===== config.mk =====
export PLATFORM = sky130hd
export DESIGN_NAME = adma_atx_scheduler
export DESIGN_NICKNAME = d
export VERILOG_FILES = /design/src/rtl/adma_atx_scheduler.sv
export SDC_FILE = /design/constraint.sdc
export NUM_CORES = 1
export LEC_CHECK = 0
export CAP_MARGIN = 20
export CELL_PAD_IN_SITES_DETAIL_PLACEMENT = 1
export CELL_PAD_IN_SITES_GLOBAL_PLACEMENT = 1
export CORE_AREA = 5 5 187 189
export CTS_CLUSTER_SIZE = 8
export DETAILED_ROUTE_END_ITERATION = 16
export DIE_AREA = 0 0 192 194
export PLACE_DENSITY_LB_ADDON = 0.05
export SKIP_LAST_GASP = 1
export SLEW_MARGIN = 15
export SYNTH_ARGS = -nofsm -noshare
export SYNTH_HDL_FRONTEND = slang
export SYNTH_SLANG_ARGS = --single-unit
export TNS_END_PERCENT = 1

===== constraint.sdc =====
create_clock -name clk -period 8.1 [get_ports clk]
set_input_delay 2.025 -clock clk [delete_from_list [all_inputs] [get_ports clk]]
set_output_delay 2.025 -clock clk [all_outputs]
set_load 0.1 [all_outputs]

===== src/rtl/adma_atx_scheduler.sv =====
// Round-robin transaction scheduler in front of adma_data_mover: one registered descriptor
// on the atx_* port, per-channel and total outstanding limits, sticky per-channel errors.
module adma_atx_scheduler #(
  parameter int DMA_CHN_NUM    = 4,
  parameter int SRC_ADDR_W     = 32,
  parameter int DST_ADDR_W     = 32,
  parameter int MST_ID_W       = 5,
  parameter int ATX_LEN_W      = 8,
  parameter int ATX_NUM_OSTD   = 4,
  parameter int CHN_OSTD_MAX   = 2,
  parameter int ID_BASE        = 0,
  localparam int DMA_CHN_NUM_W = (DMA_CHN_NUM > 1) ? $clog2(DMA_CHN_NUM) : 1
) (
  input  logic                                   clk,
  input  logic                                   rst_n,
  input  logic [DMA_CHN_NUM-1:0]                 req_vld,
  output logic [DMA_CHN_NUM-1:0]                 req_rdy,
  input  logic [DMA_CHN_NUM-1:0][SRC_ADDR_W-1:0] req_araddr,
  input  logic [DMA_CHN_NUM-1:0][ATX_LEN_W-1:0]  req_arlen,
  input  logic [DMA_CHN_NUM-1:0][1:0]            req_arburst,
  input  logic [DMA_CHN_NUM-1:0][DST_ADDR_W-1:0] req_awaddr,
  input  logic [DMA_CHN_NUM-1:0][ATX_LEN_W-1:0]  req_awlen,
  input  logic [DMA_CHN_NUM-1:0][1:0]            req_awburst,
  output logic [DMA_CHN_NUM_W-1:0]               atx_chn_id,
  output logic [MST_ID_W-1:0]                    atx_arid,
  output logic [SRC_ADDR_W-1:0]                  atx_araddr,
  output logic [ATX_LEN_W-1:0]                   atx_arlen,
  output logic [1:0]                             atx_arburst,
  output logic [MST_ID_W-1:0]                    atx_awid,
  output logic [DST_ADDR_W-1:0]                  atx_awaddr,
  output logic [ATX_LEN_W-1:0]                   atx_awlen,
  output logic [1:0]                             atx_awburst,
  output logic                                   atx_vld,
  input  logic                                   atx_rdy,
  output logic [DMA_CHN_NUM-1:0][MST_ID_W-1:0]   atx_id,
  input  logic [DMA_CHN_NUM-1:0]                 atx_done,
  input  logic [DMA_CHN_NUM-1:0]                 atx_src_err,
  input  logic [DMA_CHN_NUM-1:0]                 atx_dst_err,
  input  logic [DMA_CHN_NUM-1:0]                 chn_err_clr,
  output logic [DMA_CHN_NUM-1:0]                 chn_err,
  output logic [DMA_CHN_NUM-1:0]                 chn_idle
);

  localparam int CNT_W   = $clog2(CHN_OSTD_MAX + 1);
  localparam int TOT_MAX = (DMA_CHN_NUM * CHN_OSTD_MAX > ATX_NUM_OSTD) ?
                           DMA_CHN_NUM * CHN_OSTD_MAX : ATX_NUM_OSTD;
  localparam int TOT_W   = $clog2(TOT_MAX + 1);

  logic [CNT_W-1:0]         ostd_cnt_q [DMA_CHN_NUM];
  logic [CNT_W-1:0]         ostd_cnt_d [DMA_CHN_NUM];
  logic [DMA_CHN_NUM-1:0]   err_q, err_d;
  logic [DMA_CHN_NUM_W-1:0] rr_ptr_q, rr_ptr_d;

  logic                     atx_vld_q, atx_vld_d;
  logic [DMA_CHN_NUM_W-1:0] atx_chn_id_q, atx_chn_id_d;
  logic [MST_ID_W-1:0]      atx_arid_q, atx_arid_d;
  logic [SRC_ADDR_W-1:0]    atx_araddr_q, atx_araddr_d;
  logic [ATX_LEN_W-1:0]     atx_arlen_q, atx_arlen_d;
  logic [1:0]               atx_arburst_q, atx_arburst_d;
  logic [MST_ID_W-1:0]      atx_awid_q, atx_awid_d;
  logic [DST_ADDR_W-1:0]    atx_awaddr_q, atx_awaddr_d;
  logic [ATX_LEN_W-1:0]     atx_awlen_q, atx_awlen_d;
  logic [1:0]               atx_awburst_q, atx_awburst_d;

  logic [TOT_W-1:0]         total;
  logic                     total_ok;
  logic                     load;
  logic                     grant;
  logic                     win_found;
  logic [DMA_CHN_NUM_W-1:0] win_idx;
  logic [DMA_CHN_NUM-1:0]   elig;

  assign load     = ~atx_vld_q | atx_rdy;
  assign total_ok = (total < TOT_W'(ATX_NUM_OSTD));
  // Gated by rst_n so no request is acknowledged while the block is held in reset.
  assign grant    = rst_n & load & win_found;

  always_comb begin
    total = '0;
    for (int c = 0; c < DMA_CHN_NUM; c++) begin
      total = total + TOT_W'(ostd_cnt_q[c]);
    end
  end

  genvar gi;
  generate
    for (gi = 0; gi < DMA_CHN_NUM; gi++) begin : g_chn
      assign elig[gi]     = req_vld[gi] & ~err_q[gi] &
                            (ostd_cnt_q[gi] < CNT_W'(CHN_OSTD_MAX)) & total_ok;
      assign req_rdy[gi]  = grant & (win_idx == DMA_CHN_NUM_W'(gi));
      assign atx_id[gi]   = MST_ID_W'(ID_BASE + gi);
      assign chn_idle[gi] = (ostd_cnt_q[gi] == '0) &
                            ~(atx_vld_q & (atx_chn_id_q == DMA_CHN_NUM_W'(gi)));
    end
  endgenerate

  // First eligible channel at or after the round-robin pointer, wrapping modulo N.
  always_comb begin
    int cand;
    cand      = 0;
    win_found = 1'b0;
    win_idx   = '0;
    for (int k = 0; k < DMA_CHN_NUM; k++) begin
      cand = int'(rr_ptr_q) + k;
      if (cand >= DMA_CHN_NUM) begin
        cand = cand - DMA_CHN_NUM;
      end
      if (!win_found && elig[cand]) begin
        win_found = 1'b1;
        win_idx   = DMA_CHN_NUM_W'(cand);
      end
    end
  end

  always_comb begin
    rr_ptr_d = rr_ptr_q;
    if (grant) begin
      rr_ptr_d = (win_idx == DMA_CHN_NUM_W'(DMA_CHN_NUM - 1)) ? '0 :
                 win_idx + DMA_CHN_NUM_W'(1);
    end
  end

  // A grant and a completion in the same cycle cancel; completions never underflow.
  always_comb begin
    for (int c = 0; c < DMA_CHN_NUM; c++) begin
      ostd_cnt_d[c] = ostd_cnt_q[c];
      if (req_rdy[c] && !atx_done[c]) begin
        ostd_cnt_d[c] = ostd_cnt_q[c] + CNT_W'(1);
      end else if (!req_rdy[c] && atx_done[c] && (ostd_cnt_q[c] != '0)) begin
        ostd_cnt_d[c] = ostd_cnt_q[c] - CNT_W'(1);
      end
    end
    err_d = (err_q & ~chn_err_clr) | atx_src_err | atx_dst_err;
  end

  always_comb begin
    atx_vld_d     = atx_vld_q;
    atx_chn_id_d  = atx_chn_id_q;
    atx_arid_d    = atx_arid_q;
    atx_araddr_d  = atx_araddr_q;
    atx_arlen_d   = atx_arlen_q;
    atx_arburst_d = atx_arburst_q;
    atx_awid_d    = atx_awid_q;
    atx_awaddr_d  = atx_awaddr_q;
    atx_awlen_d   = atx_awlen_q;
    atx_awburst_d = atx_awburst_q;
    if (load) begin
      atx_vld_d = grant;
      if (grant) begin
        atx_chn_id_d  = win_idx;
        atx_arid_d    = MST_ID_W'(ID_BASE) + MST_ID_W'(win_idx);
        atx_awid_d    = MST_ID_W'(ID_BASE) + MST_ID_W'(win_idx);
        atx_araddr_d  = req_araddr[win_idx];
        atx_arlen_d   = req_arlen[win_idx];
        atx_arburst_d = req_arburst[win_idx];
        atx_awaddr_d  = req_awaddr[win_idx];
        atx_awlen_d   = req_awlen[win_idx];
        atx_awburst_d = req_awburst[win_idx];
      end
    end
  end

  always_ff @(posedge clk or negedge rst_n) begin
    if (!rst_n) begin
      for (int c = 0; c < DMA_CHN_NUM; c++) begin
        ostd_cnt_q[c] <= '0;
      end
      err_q         <= '0;
      rr_ptr_q      <= '0;
      atx_vld_q     <= 1'b0;
      atx_chn_id_q  <= '0;
      atx_arid_q    <= '0;
      atx_araddr_q  <= '0;
      atx_arlen_q   <= '0;
      atx_arburst_q <= '0;
      atx_awid_q    <= '0;
      atx_awaddr_q  <= '0;
      atx_awlen_q   <= '0;
      atx_awburst_q <= '0;
    end else begin
      for (int c = 0; c < DMA_CHN_NUM; c++) begin
        ostd_cnt_q[c] <= ostd_cnt_d[c];
      end
      err_q         <= err_d;
      rr_ptr_q      <= rr_ptr_d;
      atx_vld_q     <= atx_vld_d;
      atx_chn_id_q  <= atx_chn_id_d;
      atx_arid_q    <= atx_arid_d;
      atx_araddr_q  <= atx_araddr_d;
      atx_arlen_q   <= atx_arlen_d;
      atx_arburst_q <= atx_arburst_d;
      atx_awid_q    <= atx_awid_d;
      atx_awaddr_q  <= atx_awaddr_d;
      atx_awlen_q   <= atx_awlen_d;
      atx_awburst_q <= atx_awburst_d;
    end
  end

  assign atx_vld     = atx_vld_q;
  assign atx_chn_id  = atx_chn_id_q;
  assign atx_arid    = atx_arid_q;
  assign atx_araddr  = atx_araddr_q;
  assign atx_arlen   = atx_arlen_q;
  assign atx_arburst = atx_arburst_q;
  assign atx_awid    = atx_awid_q;
  assign atx_awaddr  = atx_awaddr_q;
  assign atx_awlen   = atx_awlen_q;
  assign atx_awburst = atx_awburst_q;
  assign chn_err     = err_q;

endmodule


==> implementation parameters, run 1 <==
Parameter                              Value

Clock tree
  Number of setup buffers added after CTS    0
  Maximum number of buffers from clock root to sink    2
  Register clock-pin slew on the reported worst setup and hold paths    0.07 ns
  Number of buffers created by CTS    9
  Cell at the root of the clock tree    sky130_fd_sc_hd__clkbuf_16
  Sinks on Clock Net    approximately 100
  Clock tree from TritonCTS    done
  Post-cts resize count    0
  CTS Hold Buffers Added    0
  Maximum level of the CTS H-tree    3
  Insertion delay to the later sink of the worst-skew pair    0.37 ns

Placed design
  RD Place Congestion    about 0.8
  Worst Setup Slack post-DPL    between 1.5 and 2 ns
  HPWL reported at the end of detailed placement    about 30,000 um
  Count of input and output buffers    roughly 460

Logic synthesis
  Area contributors post-synth    sky130_fd_sc_hd__dfrtp_1 (36%), sky130_fd_sc_hd__a221oi_1 (10%), sky130_fd_sc_hd__a21o_1 (9.2%)
  Unique masters post-synth    slightly below 50
  Flip-flop and latch count after synthesis    between 100 and 150
  Mean Syn Cell Area    between 8 and 9 um^2
  Number of synthesis warnings    0
  Count of mapped cells out of synthesis    about 850
  Post-synth EDFFs    0
  Commonest register cell after synthesis    sky130_fd_sc_hd__dfrtp_1
  Post-synth ARST share    1.00
  Sequential-to-total area share from yosys stat    0.355
  Cell type with the largest total area after synthesis    sky130_fd_sc_hd__dfrtp_1
  Post-Synthesis Cell Area    just over 7000 um^2
  Area share of the largest cell type after synthesis    0.355
  Top cells by instance count after synthesis    sky130_fd_sc_hd__dfrtp_1 (101), sky130_fd_sc_hd__nor2_1 (101), sky130_fd_sc_hd__a21o_1 (87), sky130_fd_sc_hd__nand3_1 (87), sky130_fd_sc_hd__a221oi_1 (84)

STA
  Clock period minus final worst setup slack    between 6 and 7 ns
  Final setup TNS    0 ns
  Hold slack    between 0.5 and 0.6 ns
  Max frequency    between 0.15 and 0.2 GHz
  Final setup violation count    0
  Post-route clock skew    ~0.012 ns
  Setup repair after global routing missed its margin    no
  Max-slew violation count    0
  Post-route fraction of the period consumed by the critical path    0.821
  Worst-Margin Slew    1.14 ns
  Worst path setup slack after routing    between 1 and 1.5 ns
  Hold violation total from the final report    0
  Slew margin rel.    0.234

Detailed routing
  Met3 routed wirelength    3870 um
  Average detailed-routed wire length per instance    23.9 um
  Topmost layer with routed signal wires    met5
  Post-route DRC violation count    0
  DR pass1 iterations    5
  Total length of routed wires    roughly 41,000 um
  Via-to-Cell Ratio    a little under 5
  Via count    8,249
  Sum of routed wire segments on met1    ~16,000 um
  Violation count after the first detailed-route iteration    between 300 and 400
  Post-DRT Antenna Nets    0
  Met2 routed wirelength    19,700 um

Worst setup path
  Largest delay share family, worst path    adder cells
  Critical path arrival    roughly 4.6 ns
  Cells along the critical path    inv_1 -> fa_1 -> inv_1 -> fa_1 -> and3_1 -> fa_1 -> or2_2 -> nor3_1 -> a211oi_1 -> o21ai_1 -> nor2_1 -> buf_4
  Cell repeated most along the worst path    sky130_fd_sc_hd__fa_1
  Crit path max-delay cell type    sky130_fd_sc_hd__nor3_1
  Capturing element type of the critical path    primary output
  CP Max Fanout    8
  Worst path max stage delay    ~0.55 ns
  Crit path buffers/inverters    3
  Kind of launch point of the worst setup path    register
  Data required, critical path    between 6 and 7 ns
  CP Class    reg2out

Run status
  Run status    finished, final reports clean

Floorplanning
  Initial core utilization    0.215
  Chip height    approximately 190 um
  I/O pin count    488
  Cell Rows    67
  Total core area    between 30,000 and 40,000 um^2
  Die Area    37,200 um^2
  Die width    around 190 um

Global routing
  Overall overflow remaining after global route    0
  Antenna violations before repair    10
  Total Routing Usage GR    0.207
  Largest net degree at the start of global routing    between 90 and 100
  Vias in the first global route    8,889
  Wire length of the first global-routing pass    ~59,000 um

Layout
  Area of combinational cells with multiple inputs    4050 um^2
  Register Area    2530 um^2
  Final design utilization    0.369
  Proportion of layout cells with a drive suffix above 1    0.0826
  Total number of nets in the final design    about 1,600
  # fillers    roughly 3,800
  Area added between synthesis and finish    71.9%

Worst hold path
  Class of the most critical hold timing path    reg2reg

Power
  Static Leak    between 4 and 5 nW
  Worst supply voltage drop on vdd    0.000209 V
  Power Density    295 nW/um^2

Flow run
  Number of max-cap violations    0
==> registers in the layout (all words and copies together) (netlist names) <==
name         cells
atx_arlen        8
atx_awaddr      32
atx_araddr      32
ostd_cnt_q       8
atx_awburst      2
atx_awid         2
rr_ptr_q         2
atx_vld          1
atx_arburst      2
chn_err          4
atx_awlen        8
==> logic make-up (layout without fill, tap and decap cells) <==
group	Yosys count	after routing	synth area share
flops	101	101	0.355
fa+ha+maj	4	4	0.0113
other cells	2	33	0.00106
compound gates	379	379	0.381
buf+inv	126	502	0.0971
simple gates	235	235	0.154
==> area by class of cell <==
cell class	count	share of cell area
clock buffers	13	0.0229
diodes	7	0.00143
repair buffers	477	0.388
clock inverters	1	0.000409
inverters	11	0.00338
multi-input cells	644	0.332
well taps	448	0.0459
flip-flops and latches	101	0.207
==> stage by stage <==
stage | cells | instance area [um^2] | power, mW
after detailed placement | 1680 | 11900 | 3.18
after floorplan | 871 | 7200 | 2.46
final | 1702 | 12200 | 3.60
after CTS | 1694 | 12200 | 3.65
after global placement | 1680 | 11900 | 3.18
after global routing | 1702 | 12200 | 3.75
==> final timing paths <==
| kind | slack (ns) | depth (start not counted) | endpoint | start |
|---|---|---|---|---|
| min | 0.52 | 2 | atx_awlen[2] | atx_awlen[2] |
| min in group asynchronous | 1.81 | 2 | atx_araddr[15] | rst_n |
| min reg2reg | 0.52 | 2 | atx_awlen[2] | atx_awlen[2] |
| max in group asynchronous | 4.93 | 3 | atx_awaddr[17] | rst_n |
| max | 1.45 | 12 | req_rdy[0] | ostd_cnt_q[1] |
| max reg2reg | 3.17 | 14 | atx_araddr[2] | ostd_cnt_q[1] |
==> where the power goes <==
group | total (mW) | internal [mW] | switching, mW
Sequential | 0.783 | 0.673 | 0.110
Clock | 0.450 | 0.239 | 0.211
Combinational | 2.37 | 0.603 | 1.77
Total | 3.60 | 1.52 | 2.09
==> per-layer routing <==
| layer | global-route usage | up-vias |
|---|---|---|
| li1 | - | 3889 |
| met1 | 0.250 | 3988 |
| met2 | 0.348 | 334 |
| met3 | 0.0762 | 32 |
| met4 | 0.0539 | 6 |
| met5 | 0 | - |
==> cell usage in the layout, fill, tap and decap left out, types with 2 or more instances in the layout <==
| master | instances |
|---|---|
| sky130_fd_sc_hd__o21ai_0 | 45 |
| sky130_fd_sc_hd__nand2b_1 | 3 |
| sky130_fd_sc_hd__nand2_1 | 15 |
| sky130_fd_sc_hd__o21ai_1 | 52 |
| sky130_fd_sc_hd__a21oi_2 | 50 |
| sky130_fd_sc_hd__nor3b_1 | 6 |
| sky130_fd_sc_hd__o211ai_1 | 2 |
| sky130_fd_sc_hd__clkbuf_16 | 9 |
| sky130_fd_sc_hd__clkdlybuf4s50_1 | 455 |
| sky130_fd_sc_hd__nand3_1 | 87 |
| sky130_fd_sc_hd__diode_2 | 7 |
| sky130_fd_sc_hd__nor3b_2 | 2 |
| sky130_fd_sc_hd__o221a_4 | 2 |
| sky130_fd_sc_hd__a21oi_1 | 39 |
| sky130_fd_sc_hd__dfrtp_1 | 101 |
| sky130_fd_sc_hd__nor3_1 | 7 |
| sky130_fd_sc_hd__a221oi_1 | 84 |
| sky130_fd_sc_hd__conb_1 | 26 |
| sky130_fd_sc_hd__a311oi_1 | 2 |
| sky130_fd_sc_hd__nor2_1 | 100 |
| sky130_fd_sc_hd__a211oi_1 | 2 |
| sky130_fd_sc_hd__a21o_1 | 86 |
| sky130_fd_sc_hd__inv_1 | 11 |
| sky130_fd_sc_hd__or2_2 | 2 |
| sky130_fd_sc_hd__nand3b_1 | 2 |
| sky130_fd_sc_hd__and2_1 | 3 |
| sky130_fd_sc_hd__fa_1 | 4 |
| sky130_fd_sc_hd__buf_4 | 21 |
| sky130_fd_sc_hd__clkbuf_8 | 4 |
==> tightest hold or removal path: stages, from the launching register on <==
cell,delay (ns)
sky130_fd_sc_hd__dfrtp_1,0.34
sky130_fd_sc_hd__nor2_1,0.05
sky130_fd_sc_hd__a21oi_2,0.09
(Power assumes the default switching activity.)
==> inputs of run 2 (changes only) <==
--- a/config.mk
+++ b/config.mk
@@ -8,10 +8,10 @@
 export CAP_MARGIN = 20
 export CELL_PAD_IN_SITES_DETAIL_PLACEMENT = 1
 export CELL_PAD_IN_SITES_GLOBAL_PLACEMENT = 1
-export CORE_AREA = 5 5 187 189
+export CORE_MARGIN = 5
+export CORE_UTILIZATION = 22
 export CTS_CLUSTER_SIZE = 8
 export DETAILED_ROUTE_END_ITERATION = 16
-export DIE_AREA = 0 0 192 194
 export PLACE_DENSITY_LB_ADDON = 0.05
 export SKIP_LAST_GASP = 1
 export SLEW_MARGIN = 15
==> constraint.sdc (replaced) <==
create_clock -name clk -period 5.95 [get_ports clk]
set_input_delay 1.4875 -clock clk [delete_from_list [all_inputs] [get_ports clk]]
set_output_delay 1.4875 -clock clk [all_outputs]
set_load 0.1 [all_outputs]
==> run 2 against run 1 <==
  * Total power rose by 37%
  * Die area fell by 3.3%
  * Sequential share of layout area fell by 0.084 points
  * Global-route usage rose by 0.20 points
  * Clock power rose by 48%
  * Worst hold slack got worse by 0.0035 ns
  * Final area rose by 0.41%
  * Sequential power rose by 37%
  * Count of clock-buffer cells in the layout fell by 2
  * Highest routed layer is now met4
==> implementation parameters, run 2 (synthesis results as in run 1) <==
Parameter                              Value

STA
  Setup repair after global routing missed its margin    no (unchanged)
  Post-route fraction of the period consumed by the critical path    0.965
  Max frequency    0.174 GHz
  Hold violation total from the final report    0 (unchanged)
  Final setup violation count    0 (unchanged)
  Slew margin rel.    0.245 (was 0.234)
  Worst-Margin Slew    1.13 ns (was 1.14 ns)
  Hold slack    0.516 ns (was 0.520 ns)
  Clock period minus final worst setup slack    5.74 ns
  Max-slew violation count    0 (unchanged)
  Worst path setup slack after routing    0.209 ns (was 1.45 ns)
  Post-route clock skew    0.0137 ns (was 0.0120 ns)
  Final setup TNS    0 ns (unchanged)

Clock tree
  Sinks on Clock Net    101 (unchanged)
  Maximum number of buffers from clock root to sink    2 (unchanged)
  Maximum level of the CTS H-tree    3 (unchanged)
  Insertion delay to the later sink of the worst-skew pair    0.35 ns (was 0.37 ns)
  Number of setup buffers added after CTS    0 (unchanged)
  Cell at the root of the clock tree    sky130_fd_sc_hd__clkbuf_16 (unchanged)
  Register clock-pin slew on the reported worst setup and hold paths    0.08 ns (was 0.07 ns)
  Clock tree from TritonCTS    done (unchanged)
  Number of buffers created by CTS    9 (unchanged)

Power
  Proportion of power drawn by combinational gates    0.649 (was 0.658)
  Static Leak    4.86 nW (was 4.84 nW)
  Seq pwr share    0.217 (about the same)
  Switching fraction of total power    0.572 (was 0.580)
  Worst supply voltage drop on vdd    0.000247 V (was 0.000209 V)
  Total net switching power    2.83 mW (was 2.09 mW)
  Clock Power Share    0.134 (was 0.125)
  Overall power after layout    4.95 mW (was 3.60 mW)
  Int Power    2.12 mW (was 1.52 mW)
  Power Density    403 nW/um^2 (was 295 nW/um^2)

Detailed routing
  Topmost layer with routed signal wires    met4 (was met5)
  Via count    8,315 (was 8,249)
  Via-to-Cell Ratio    5.02 (was 4.85)
  Total length of routed wires    39,600 um (was 40,600 um)
  Post-route DRC violation count    0 (unchanged)
  Met2 routed wirelength    19,400 um (was 19,700 um)
  Post-DRT Antenna Nets    0 (unchanged)
  Sum of routed wire segments on met1    15,800 um (was 16,400 um)
  Average detailed-routed wire length per instance    23.9 um (about the same)
  Violation count after the first detailed-route iteration    290 (was 346)
  DR pass1 iterations    4 (was 5)
  Met3 routed wirelength    3230 um (was 3870 um)

Worst setup path
  Number of cells traversed by the worst register-to-register path    13 (was 14)
  Critical path arrival    4.25 ns (was 4.63 ns)
  Worst path max stage delay    0.55 ns (about the same)
  Crit path max-delay cell type    sky130_fd_sc_hd__fa_1 (was sky130_fd_sc_hd__nor3_1)
  Data required, critical path    4.46 ns (was 6.08 ns)
  Cell repeated most along the worst path    sky130_fd_sc_hd__fa_1 (unchanged)
  Cells along the critical path    inv_1 -> fa_1 -> inv_1 -> fa_1 -> and3_1 -> fa_1 -> or2_2 -> nor3b_1 -> o21a_4 -> nor2_2 -> nor2_2 -> buf_12 (was inv_1 -> fa_1 -> inv_1 -> fa_1 -> and3_1 -> fa_1 -> or2_2 -> nor3_1 -> a211oi_1 -> o21ai_1 -> nor2_1 -> buf_4)
  Kind of launch point of the worst setup path    register (unchanged)
  Capturing element type of the critical path    primary output (unchanged)
  Setup slack, reg-to-reg    1.05 ns (was 3.17 ns)
  Setup crit start    ostd_cnt_q[1] (unchanged)
  CP Class    reg2out (unchanged)
  R2r startpoint    ostd_cnt_q[1] (unchanged)
  CP Max Fanout    6 (was 8)
  Endpoint of the lowest-slack register-to-register path    atx_araddr[1] (was atx_araddr[2])

Flow run
  Number of max-cap violations    0 (unchanged)

Floorplanning
  Die width    190 um (was 192 um)
  Die Area    36,000 um^2 (was 37,200 um^2)
  Cell Rows    65 (was 67)
  Initial core utilization    0.224 (was 0.215)
  Total core area    31,700 um^2 (was 33,100 um^2)
  Chip height    190 um (was 194 um)
  I/O pin count    488 (unchanged)

Layout
  # fillers    3,704 (was 3,803)
  Final cell count without fillers    1,657 (was 1,702)
  Register Area    2530 um^2 (unchanged)
  Total number of nets in the final design    1,608 (was 1,607)
  Area added between synthesis and finish    72.6% (was 71.9%)
  Area of combinational cells with multiple inputs    4070 um^2 (was 4050 um^2)
  Commonest cells after routing, fill and taps aside    sky130_fd_sc_hd__clkdlybuf4s50_1 (456), sky130_fd_sc_hd__dfrtp_1 (101), sky130_fd_sc_hd__nor2_1 (99) (was sky130_fd_sc_hd__clkdlybuf4s50_1 (455), sky130_fd_sc_hd__dfrtp_1 (101), sky130_fd_sc_hd__nor2_1 (100))
  Most common cell after layout, fill and taps aside    sky130_fd_sc_hd__clkdlybuf4s50_1 (unchanged)
  Proportion of layout cells with a drive suffix above 1    0.0857 (was 0.0826)

Global routing
  Antenna violations before repair    6 (was 10)
  Total Routing Usage GR    0.209 (was 0.207)
  Overall overflow remaining after global route    0 (unchanged)
  Largest net degree at the start of global routing    89 (was 93)
  Vias in the first global route    8,731 (was 8,889)
  Wire length of the first global-routing pass    57,400 um (was 58,700 um)

Worst hold path
  Min-Delay Path Depth    2 (unchanged)
  Destination of the worst hold path    atx_awaddr[30] (was atx_awlen[2])
  Launch instance of the worst min-delay path    atx_awaddr[30] (was atx_awlen[2])
  Class of the most critical hold timing path    reg2reg (unchanged)

Placed design
  Worst Setup Slack post-DPL    0.451 ns (was 1.56 ns)
  RD Place Congestion    0.824 (was 0.801)
  HPWL reported at the end of detailed placement    29,000 um (was 29,200 um)
  Count of input and output buffers    461 (unchanged)
  DP Cell Count    1,636 (was 1,680)

Run status
  Run status    finished, final reports clean (unchanged)
run 2: changes by cell type in the layout (fill, tap and decap cells not counted), sizes merged:
cell	before	now
bufinv	0	2
clkbuf	13	11
clkdlybuf4s50	455	456
clkinvlp	0	1
diode	7	6
run 2: power by group through the flow:
stage | registers (mW) | clock network [mW] | logic, mW
floorplan | 2.70 | 0 | 0.646
global placement | 1.08 | 0 | 3.24
detailed placement | 1.09 | 0 | 3.24
CTS | 1.08 | 0.697 | 3.24
global route | 1.11 | 0.714 | 3.33
finish | 1.07 | 0.665 | 3.21
run 2: worst max-delay path by stage:
stage                     depth (start not counted)         end
after floorplan                                  13  req_rdy[2]
after detailed placement                         12  req_rdy[1]
after CTS                                        12  req_rdy[1]
after global placement                           12  req_rdy[0]
final                                            12  req_rdy[0]
after global routing                             12  req_rdy[1]
run 2: layout make-up:
cell class / count / area share
Multi-Input combinational cell: 644 / 0.331
Tap cell: 402 / 0.0410
Antenna cell: 6 / 0.00122
Clock inverter: 4 / 0.00591
Sequential cell: 101 / 0.206
Clock buffer: 11 / 0.0198
Inverter: 11 / 0.00336
Timing Repair Buffer: 478 / 0.391
run 2: what timing repair did:
action                                  CTS  global route
gates resized for setup                   0             3
endpoints found under the setup margin    0             2
hold buffers                              0             0
run 2: critical path: cells and delay by family, from the launching register on:
family                   cells  cell delay (ns)
AO/OA/AOI/OAI                1             0.22
adder cells (fa/ha/maj)      3             1.51
buffers and inverters        3             0.38
flip-flops                   1             0.44
AND/OR/NAND/NOR              5             1.35
run 2: per-layer routing:
| layer | vias to the layer above | track usage |
|---|---|---|
| li1 | 3895 | - |
| met1 | 4017 | 0.246 |
| met2 | 357 | 0.363 |
| met3 | 46 | 0.0657 |
| met4 | 0 | 0.0682 |
| met5 | - | 0 |
run 2: stage by stage:
stage           util  area, um^2
2_1_floorplan      -        7200
3_3_place_gp   0.376       11900
3_5_place_dp   0.376       11900
4_1_cts        0.386       12200
5_1_grt        0.387       12300
6_report       0.387       12300
